<file path="src/rtl/if_prefetch_queue.sv">
// -----------------------------------------------------------------------------
// if_prefetch_queue
//
// Instruction-fetch front end that sits ahead of the IF/ID pipeline register.
// It issues in-order fetch requests to instruction memory, buffers each
// returned instruction together with its PC in a small FIFO, and presents the
// head entry first-word-fall-through under a valid/ready handshake.
//
// A branch redirect from EX/MEM does the following:
//   - flushes the FIFO;
//   - restarts fetching at the new PC;
//   - arms a drop counter so that responses to stale in-flight requests are
//     discarded.
//
// Optional build macro:
//   IF_PREFETCH_PERF_EN - adds the saturating performance counters
//                         perf_stall_cycles and perf_dropped.
//
// Ports:
//   clk, reset        rising-edge clock, synchronous active-high reset
//   imem_req_*        fetch request channel (valid/ready, address)
//   imem_resp_*       in-order response channel (valid, instruction)
//   redirect_*        taken-branch flush with new fetch PC
//   deq_*             FWFT output towards IF/ID (valid/ready, pc, instr)
//   occupancy         number of entries currently held
//   perf_* (optional) stall-cycle and dropped-response counters
// -----------------------------------------------------------------------------
module if_prefetch_queue #(
   parameter int unsigned     DEPTH    = 4,
   parameter int unsigned     PC_W     = 64,
   parameter int unsigned     INSTR_W  = 32,
   parameter logic [PC_W-1:0] RESET_PC = '0
) (
   input  logic                       clk,
   input  logic                       reset,
   output logic                       imem_req_valid,
   output logic [PC_W-1:0]            imem_req_addr,
   input  logic                       imem_req_ready,
   input  logic                       imem_resp_valid,
   input  logic [INSTR_W-1:0]         imem_resp_data,
   input  logic                       redirect_valid,
   input  logic [PC_W-1:0]            redirect_pc,
   output logic                       deq_valid,
   input  logic                       deq_ready,
   output logic [PC_W-1:0]            deq_pc,
   output logic [INSTR_W-1:0]         deq_instr,
   output logic [$clog2(DEPTH+1)-1:0] occupancy
`ifdef IF_PREFETCH_PERF_EN
   ,
   output logic [31:0]                perf_stall_cycles,
   output logic [31:0]                perf_dropped
`endif
);

   localparam int unsigned PTR_W = (DEPTH > 1) ? $clog2(DEPTH) : 1;
   localparam int unsigned OCC_W = $clog2(DEPTH+1);
   // Outstanding/drop counters need headroom beyond DEPTH: back-to-back
   // redirects while memory is slow keep issuing on top of pending drops.
   localparam int unsigned CNT_W = $clog2(DEPTH) + 4;
   localparam logic [CNT_W:0]  DEPTH_C = (CNT_W+1)'(DEPTH);
   localparam logic [PC_W-1:0] PC_STEP = PC_W'(4);

   typedef enum logic {ST_FETCH, ST_DRAIN} state_t;

   state_t              state_reg;
   logic [PC_W-1:0]     fetch_pc_reg;
   logic [PC_W-1:0]     resp_pc_reg;
   logic [OCC_W-1:0]    occ_reg;
   logic [CNT_W-1:0]    outstanding_reg;
   logic [CNT_W-1:0]    drop_cnt_reg;
   logic [PTR_W-1:0]    head_reg;
   logic [PTR_W-1:0]    tail_reg;

   logic [PC_W-1:0]     pc_mem    [DEPTH];
   logic [INSTR_W-1:0]  instr_mem [DEPTH];

   logic [CNT_W:0]      credit_used;
   logic [CNT_W-1:0]    redirect_drop;
   logic                req_fire;
   logic                resp_ok;
   logic                resp_drop;
   logic                enq;
   logic                deq_fire;

   // Credit counts live fetches only: stale requests still in flight hold no
   // FIFO slot. Only registered state is used, so a dequeue in this cycle
   // frees no credit until the next cycle.
   assign credit_used    = {1'b0, outstanding_reg} + (CNT_W+1)'(occ_reg)
                         - {1'b0, drop_cnt_reg};
   assign imem_req_valid = !reset && !redirect_valid && (credit_used < DEPTH_C);
   assign imem_req_addr  = fetch_pc_reg;
   assign req_fire       = imem_req_valid && imem_req_ready;

   // A response with nothing outstanding is a protocol violation and is ignored.
   assign resp_ok        = imem_resp_valid && (outstanding_reg != '0);
   assign resp_drop      = resp_ok && (state_reg == ST_DRAIN);
   assign enq            = resp_ok && (state_reg == ST_FETCH) && !redirect_valid;

   assign deq_valid      = (occ_reg != '0);
   assign deq_fire       = deq_valid && deq_ready;
   assign deq_pc         = pc_mem[head_reg];
   assign deq_instr      = instr_mem[head_reg];
   assign occupancy      = occ_reg;

   // Every stale request still in flight must be dropped, except one whose
   // response is consumed (and discarded) in the redirect cycle itself.
   assign redirect_drop  = outstanding_reg - CNT_W'(resp_ok);

   // Payload storage: written only, never reset (contents are don't-care
   // while the entry is empty).
   always_ff @(posedge clk) begin
      if (!reset && enq) begin
         pc_mem[tail_reg]    <= resp_pc_reg;
         instr_mem[tail_reg] <= imem_resp_data;
      end
   end

   always_ff @(posedge clk) begin
      if (reset) begin
         state_reg       <= ST_FETCH;
         fetch_pc_reg    <= RESET_PC;
         resp_pc_reg     <= RESET_PC;
         occ_reg         <= '0;
         outstanding_reg <= '0;
         drop_cnt_reg    <= '0;
         head_reg        <= '0;
         tail_reg        <= '0;
      end else if (redirect_valid) begin
         // No request is issued in a redirect cycle, so outstanding only
         // loses the response (if any) that arrives now.
         fetch_pc_reg    <= redirect_pc;
         resp_pc_reg     <= redirect_pc;
         occ_reg         <= '0;
         head_reg        <= '0;
         tail_reg        <= '0;
         outstanding_reg <= redirect_drop;
         drop_cnt_reg    <= redirect_drop;
         state_reg       <= (redirect_drop != '0) ? ST_DRAIN : ST_FETCH;
      end else begin
         if (req_fire)
            fetch_pc_reg <= fetch_pc_reg + PC_STEP;

         case ({req_fire, resp_ok})
            2'b10:   outstanding_reg <= outstanding_reg + CNT_W'(1);
            2'b01:   outstanding_reg <= outstanding_reg - CNT_W'(1);
            default: outstanding_reg <= outstanding_reg;
         endcase

         if (resp_drop) begin
            drop_cnt_reg <= drop_cnt_reg - CNT_W'(1);
            if (drop_cnt_reg == CNT_W'(1))
               state_reg <= ST_FETCH;
         end

         if (enq) begin
            tail_reg    <= tail_reg + PTR_W'(1);
            resp_pc_reg <= resp_pc_reg + PC_STEP;
         end

         if (deq_fire)
            head_reg <= head_reg + PTR_W'(1);

         case ({enq, deq_fire})
            2'b10:   occ_reg <= occ_reg + OCC_W'(1);
            2'b01:   occ_reg <= occ_reg - OCC_W'(1);
            default: occ_reg <= occ_reg;
         endcase
      end
   end

`ifdef IF_PREFETCH_PERF_EN
   logic perf_drop_evt;

   // Includes the response discarded in a redirect cycle.
   assign perf_drop_evt = resp_ok && (redirect_valid || (state_reg == ST_DRAIN));

   always_ff @(posedge clk) begin
      if (reset) begin
         perf_stall_cycles <= '0;
         perf_dropped      <= '0;
      end else begin
         if (deq_valid && !deq_ready && (perf_stall_cycles != '1))
            perf_stall_cycles <= perf_stall_cycles + 32'd1;
         if (perf_drop_evt && (perf_dropped != '1))
            perf_dropped <= perf_dropped + 32'd1;
      end
   end
`endif

   resp_without_request: assert property (@(posedge clk) disable iff (reset)
      !(imem_resp_valid && (outstanding_reg == '0)));

endmodule

</file>
<file path="config.mk">
export PLATFORM = sky130hd
export DESIGN_NAME = if_prefetch_queue
export DESIGN_NICKNAME = d
export VERILOG_FILES = /design/src/rtl/if_prefetch_queue.sv
export SDC_FILE = /design/constraint.sdc
export NUM_CORES = 1
export LEC_CHECK = 0
export BUFFER_PORTS_ARGS = -buffer_cell sky130_fd_sc_hd__buf_4
export CORE_UTILIZATION = 35
export DETAILED_ROUTE_END_ITERATION = 16
export HOLD_SLACK_MARGIN = 0.1
export PLACE_DENSITY = 0.48
export SYNTH_ARGS = -nofsm -noshare
export SYNTH_HDL_FRONTEND = slang
export SYNTH_SLANG_ARGS = --single-unit
</file>
<file path="constraint.sdc">
create_clock -name clk -period 6.1 [get_ports clk]
set_input_delay 1.83 -clock clk [delete_from_list [all_inputs] [get_ports clk]]
set_output_delay 1.83 -clock clk [all_outputs]
set_load 0.01 [all_outputs]
</file>
==> summary.txt, run 1 <==
Route
  • Drt first pass iters: 5
  • Via density: 5.53
  • Via count: 15,733
  • Initial DRC count: 1,083
  • Final WL: 68,300 um
  • Post-route DRC: 0
  • Post-route ant nets: 0
  • Wire per inst: 24.0 um

Synth
  • Sequential share of the synthesized area: 62.8%
  • Fraction of registers with async set/reset: 0%
  • Yosys warning count: 0
  • Post-synth EDFFs: 384
  • Cell taking the most area after synthesis: edfxtp_1
  • Syn Area/Cell: 13.9 um^2
  • Yosys top cell area share: 49.8%
  • Syn nets: 1,800
  • Top-count cell post-synth: edfxtp_1
  • Cells after synthesis: 1,670
  • Top post-synthesis cells by area: edfxtp_1 50%, dfxtp_1 13%, mux4_2 9.3%
  • #FFs+latches synth: 534
  • Synth top cells by count: 384 x edfxtp_1, 150 x dfxtp_1, 103 x nand2_1
  • Cell variety after synth: 88
  • Post-Syn Area: 23,100 um^2
  • Top FF cell, synth: edfxtp_1

Pwr
  • Comb power frac: 19.3%
  • Clock group share of total power: 36.3%
  • Leakage: 9.46 nW
  • Cell Pwr Density: 343 nW/um^2
  • Reg power frac: 44.3%
  • Pwr Total: 9.63 mW
  • Internal: 6.88 mW
  • P_sw: 2.75 mW
  • Switching part of the total: 28.6%
  • IR drop worst, VDD: 0.000316 V

Final layout
  • Sequential cell area: 14,500 um^2
  • Biggest regs: pc_mem: 256 flops, instr_mem: 128 flops
  • Multi-input gate area: 8080 um^2
  • Max reg flops: 256
  • Area Overhead vs Synth: 21.4%
  • Layout cells sized above 1: 26.5%
  • Reg with most FFs: pc_mem
  • Fillcell total: 5,974
  • Fin nets: 2,068

Clocking
  • Post-CTS Resized: 0
  • Worst-path clk slew: 60 ps
  • Setup Fix Bufs, Post-CTS: 0
  • H-tree Lvls: 2
  • Root Buffer: clkbuf_16
  • Total CTS buffers: 58
  • CTS tree: done
  • Skew-Pair Late Insertion Delay: 620 ps
  • TritonCTS Sinks: 534
  • Clk buf depth: 3
  • Hold-fix buffers at CTS: 0

Worst setup path
  • RR Endpoint: outstanding_reg[5]$_SDFFE_PP0P_
  • Critical path type: flop to output pin
  • Startpoint types: flop
  • RR Startpoint: outstanding_reg[1]$_SDFFE_PP0P_
  • R2r worst-path depth: 17
  • Reg2Reg Setup Slack: 1630 ps
  • CP Max Fanout: 8
  • CP required: 4270 ps
  • CP endpoint kind: output pin
  • Worst EP arrival: 3250 ps

Floorplan
  • Die H: 259 um
  • Core Rows: 93
  • IO Pins: 267
  • Die X: 259 um
  • Die ar.: 67,200 um^2
  • Initial Util: 35.6%
  • Area of the core: 64,900 um^2

GRT
  • GRT Resource Usage Total: 20.0%
  • Initial antenna violation count: 3
  • Vias in the first global route: 15,360
  • Largest net degree at the start of global routing: 65
  • First-pass GRT wire length: 101,000 um
  • Grt ovf: 0

Hold path
  • Tightest Hold Check Type: flop to flop
  • Worst hold path cell count: 2
  • WHS Endpoint: imem_req_addr[0]$_SDFFE_PP0P_
  • Hold Crit Start: imem_req_addr[0]$_SDFFE_PP0P_

STA
  • Worst-Margin Slew: 1200 ps
  • Relative slew margins: 19.4%
  • Final worst path period share: 83.2%
  • Final hold violation count: 0
  • RSZ-0062 raised after global routing: false
  • Setup TNS: 0 ps
  • Worst Skew: 14.0 ps
  • Crit path time final: 5080 ps
  • Max-slew violations: 0
  • Finish-stage setup viols: 0
  • FMAX: 197 MHz
  • Fin Hold WS: 476 ps

Outcome
  • Status: complete, no violations

Placed design
  • Buffers on Ports: 266
  • Routability-driven placement congestion ratio: 0.842
  • Detailed Place HPWL: 45,600 um

Flow run
  • Maxcap violations: 0
-- power by group through the flow --
stage | Sequential, mW | Clock (mW) | Combinational [mW]
2_1_floorplan | 4.28 | 0 | 1.24
3_3_place_gp | 4.34 | 0 | 1.86
3_5_place_dp | 4.34 | 0 | 1.86
4_1_cts | 4.27 | 3.57 | 1.86
5_1_grt | 4.29 | 3.71 | 2.02
6_report | 4.27 | 3.50 | 1.86
-- placed cells by master (no fill, tap or decap), drive strengths merged, types with 9 or more instances in the layout --
cell type / instances
clkinv: 27
nor2: 89
and2: 15
nor3b: 17
ha: 24
a22oi: 11
o211ai: 9
nand2: 103
a211oi: 31
a311oi: 19
edfxtp: 384
xor2: 13
and3: 26
buf: 301
nand4: 53
clkbuf: 73
a31oi: 17
a21oi: 48
or3: 21
dfxtp: 150
a21boi: 11
mux4: 96
and4: 26
o21ai: 40
inv: 53
o21a: 11
nor4: 30
xnor2: 43
nor3: 42
nand3: 66
-- area by class of cell --
type,instances,area share [%]
flip-flops and latches,534,51.7
diodes,2,0.0178
clock buffers,73,5.51
inverters,51,0.690
repair buffers,301,8.26
clock inverters,36,1.21
well taps,855,3.81
multi-input cells,992,28.8
-- how the worst max path moves through the flow --
stage / startpoint / end / slack (ps) / cells after the start
4_1_cts: outstanding_reg[2]$_SDFFE_PP0P_ / imem_req_valid / 1030 / 9
3_5_place_dp: redirect_valid / imem_req_valid / 1230 / 6
6_report: outstanding_reg[2]$_SDFFE_PP0P_ / imem_req_valid / 1020 / 9
5_1_grt: outstanding_reg[2]$_SDFFE_PP0P_ / imem_req_valid / 860 / 9
3_3_place_gp: redirect_valid / imem_req_valid / 1250 / 6
2_1_floorplan: reset / instr_mem[0][0]$_DFFE_PP_ / 620 / 5
-- worst max-delay path, cell delays in order, from the launching register on --
cell and delay, ps:
dfxtp_1 520, inv_1 120, fa_1 400, inv_1 70, ha_1 270, or2_2 320, a221oi_4 380, nand2_1 210
nor2_1 200, buf_4 160
-- kinds of logic (layout without fill, tap and decap cells) --
group	after synthesis	after routing	share of synthesized area [%]
simple gates	523	523	12.5
buf+inv	144	461	2.49
fa+ha+maj	28	28	1.64
xor+xnor	56	56	2.12
compound gates	280	280	8.69
other cells	0	2	0
flops	534	534	62.8
mux	105	105	9.75
-- metal layers --
layer | vias up | part of all wire, % | global-route usage, %
li1 | 7173 | - | -
met1 | 8013 | 46 | 28.6
met2 | 468 | 47 | 31.4
met3 | 79 | 5.7 | 3.66
met4 | 0 | 1.7 | 4.66
met5 | - | 0 | 0
-- per-stage QoR --
stage	util, %	cell area (um^2)	std cells	setup slack [ps]
6_report	43.3	28100	2844	1020
5_1_grt	43.3	28100	2844	859
2_1_floorplan	-	23100	1670	624
3_3_place_gp	40.4	26200	2733	1250
3_5_place_dp	40.4	26200	2733	1230
4_1_cts	43.3	28100	2842	1030
No activity file was read; power rests on OpenSTA's default activity.
==> run 2: changes to the inputs <==
==> constraint.sdc (replaced) <==
create_clock -name clk -period 5 [get_ports clk]
set_input_delay 1.5 -clock clk [delete_from_list [all_inputs] [get_ports clk]]
set_output_delay 1.5 -clock clk [all_outputs]
set_load 0.01 [all_outputs]
==> run 2 against run 1 <==
Critical path depth did not move. Die area unchanged. Clock-buffer cell count rose by 6. Critical path type unchanged. Largest cell class unchanged.
==> summary.txt, run 2 (synthesized netlist as in run 1, its figures left out) <==
Outcome
  • Status: complete, no violations (unchanged)

STA
  • Final hold violation count: 0 (unchanged)
  • FMAX: 215 MHz
  • Final worst path period share: 92.9%
  • Crit path time final: 4640 ps
  • Worst-Margin Slew: 1180 ps (was 1200 ps)
  • Finish-stage setup viols: 0 (unchanged)
  • Worst Skew: 15.4 ps (was 14.0 ps)
  • Max-slew violations: 0 (unchanged)
  • Setup TNS: 0 ps (unchanged)
  • RSZ-0062 raised after global routing: false (unchanged)
  • Relative slew margins: 20.4% (was 19.4%)

Route
  • Post-route DRC: 0 (unchanged)
  • Via density: 5.52 (was 5.53)
  • Wire per inst: 23.9 um (was 24.0 um)
  • Initial DRC count: 1,224 (was 1,083)
  • Via count: 15,709 (was 15,733)
  • Post-route ant nets: 0 (unchanged)
  • Drt first pass iters: 5 (unchanged)
  • Final WL: 68,000 um (was 68,300 um)

Final layout
  • Core Util, Final: 43.5% (was 43.3%)
  • Fin nets: 2,069 (was 2,068)
  • Commonest non-fill, non-tap cell in the layout: edfxtp_1 (unchanged)
  • Max reg flops: 256 (unchanged)
  • Fillcell total: 6,016 (was 5,974)
  • Layout cells sized above 1: 26.6% (was 26.5%)
  • Biggest regs: pc_mem: 256 flops, instr_mem: 128 flops (unchanged)
  • Reg with most FFs: pc_mem (unchanged)
  • Area Overhead vs Synth: 22.0% (was 21.4%)
  • Most frequent cells in the layout: 384 x edfxtp_1, 290 x buf_4, 148 x dfxtp_1 (was 384 x edfxtp_1, 296 x buf_4, 148 x dfxtp_1)

Pwr
  • Leakage: 9.49 nW (was 9.46 nW)
  • Pwr Total: 11.9 mW (was 9.63 mW)
  • Cell Pwr Density: 421 nW/um^2 (was 343 nW/um^2)
  • IR drop worst, VDD: 0.000332 V (was 0.000316 V)

Worst setup path
  • Worst EP arrival: 3140 ps (was 3250 ps)
  • CP required: 3500 ps (was 4270 ps)
  • Critical path type: flop to output pin (unchanged)
  • Startpoint types: flop (unchanged)
  • CP Max Fanout: 6 (was 8)
  • CP endpoint kind: output pin (unchanged)
  • R2r worst-path depth: 16 (was 17)
  • Reg2Reg Setup Slack: 700 ps (was 1630 ps)
  • RR Startpoint: outstanding_reg[1]$_SDFFE_PP0P_ (unchanged)
  • RR Endpoint: outstanding_reg[5]$_SDFFE_PP0P_ (unchanged)

Clocking
  • Worst-path clk slew: 70 ps (was 60 ps)
  • Total CTS buffers: 59 (was 58)
  • CTS tree: done (unchanged)
  • Hold-fix buffers at CTS: 0 (unchanged)
  • H-tree Lvls: 2 (unchanged)
  • Skew-Pair Late Insertion Delay: 620 ps (about the same)
  • TritonCTS Sinks: 534 (unchanged)
  • Post-CTS Resized: 0 (unchanged)
  • Setup Fix Bufs, Post-CTS: 0 (unchanged)
  • Clk buf depth: 3 (unchanged)
  • Root Buffer: clkbuf_16 (unchanged)

Hold path
  • Worst hold path cell count: 2 (unchanged)
  • WHS Endpoint: imem_req_addr[1]$_SDFFE_PP0P_ (was imem_req_addr[0]$_SDFFE_PP0P_)
  • Hold Crit Start: imem_req_addr[1]$_SDFFE_PP0P_ (was imem_req_addr[0]$_SDFFE_PP0P_)
  • Tightest Hold Check Type: flop to flop (unchanged)

Floorplan
  • IO Pins: 267 (unchanged)
  • Area of the core: 64,900 um^2 (unchanged)
  • Die H: 259 um (unchanged)
  • Die ar.: 67,200 um^2 (unchanged)
  • Die X: 259 um (unchanged)
  • Core Rows: 93 (unchanged)
  • Initial Util: 35.6% (unchanged)

GRT
  • GRT Resource Usage Total: 20.1% (was 20.0%)
  • Grt ovf: 0 (unchanged)
  • Largest net degree at the start of global routing: 136 (was 65)
  • First-pass GRT wire length: 101,000 um (about the same)
  • Initial antenna violation count: 1 (was 3)
  • Vias in the first global route: 15,516 (was 15,360)

Placed design
  • Detailed Place HPWL: 45,700 um (was 45,600 um)
  • Buffers on Ports: 266 (unchanged)
  • Routability-driven placement congestion ratio: 0.840 (was 0.842)

Flow run
  • Maxcap violations: 0 (unchanged)
==> run 2: changes by cell type in the layout (fill, tap and decap cells not counted), sizes merged <==
cell,before,now
clkinv,27,18
clkbuf,73,79
clkinvlp,1,5
bufinv,6,7
diode,2,1
inv,53,52
==> run 2: per-stage QoR <==
stage                     hold slack (ps)  worst slack, ps  cells  area, um^2
final                                 480              356   2844       28200
after global routing                  504              187   2844       28200
after CTS                             487              310   2843       28200
after detailed placement              478              714   2733       26300
after global placement                477              731   2733       26300
after floorplan                       460              878   1670       23200
==> run 2: power by group <==
part	total (mW)	switching, mW	internal (mW)
combinational	2.28	1.35	0.929
sequential	5.20	0.239	4.96
clock	4.42	1.80	2.62
total	11.9	3.39	8.51
==> run 2: cell type report <==
cell class,count,area [um^2],share of cell area (%)
Sequential cell,534,14500,51.5
Multi-Input combinational cell,992,8080,28.6
Timing Repair Buffer,301,2400,8.49
Clock buffer,79,1600,5.68
Tap cell,855,1070,3.79
Clock inverter,31,362,1.28
Inverter,51,194,0.687
Antenna cell,1,2.50,0.00886
==> run 2: how the worst max path moves through the flow <==
| stage | from | to |
|---|---|---|
| 3_5_place_dp | redirect_valid | outstanding_reg[5]$_SDFFE_PP0P_ |
| 6_report | outstanding_reg[1]$_SDFFE_PP0P_ | imem_req_valid |
| 2_1_floorplan | reset | outstanding_reg[5]$_SDFFE_PP0P_ |
| 3_3_place_gp | redirect_valid | outstanding_reg[5]$_SDFFE_PP0P_ |
| 5_1_grt | outstanding_reg[2]$_SDFFE_PP0P_ | imem_req_valid |
| 4_1_cts | outstanding_reg[1]$_SDFFE_PP0P_ | imem_req_valid |
==> run 2: worst max-delay path, stage by stage (launching register included) <==
cell     delay (ps)
dfxtp_1         410
inv_1           140
fa_1            520
inv_1            40
ha_1            300
and3b_1         200
or3_1           370
o22a_1          250
nor2_1          140
buf_4           140
==> run 2: layer usage <==
layer	vias up	wire (um)	GRT usage, %
met3	84	3790	3.81
met5	-	0	0
met2	441	31500	31.8
met1	8012	31000	28.2
li1	7172	-	-
met4	0	1600	5.25
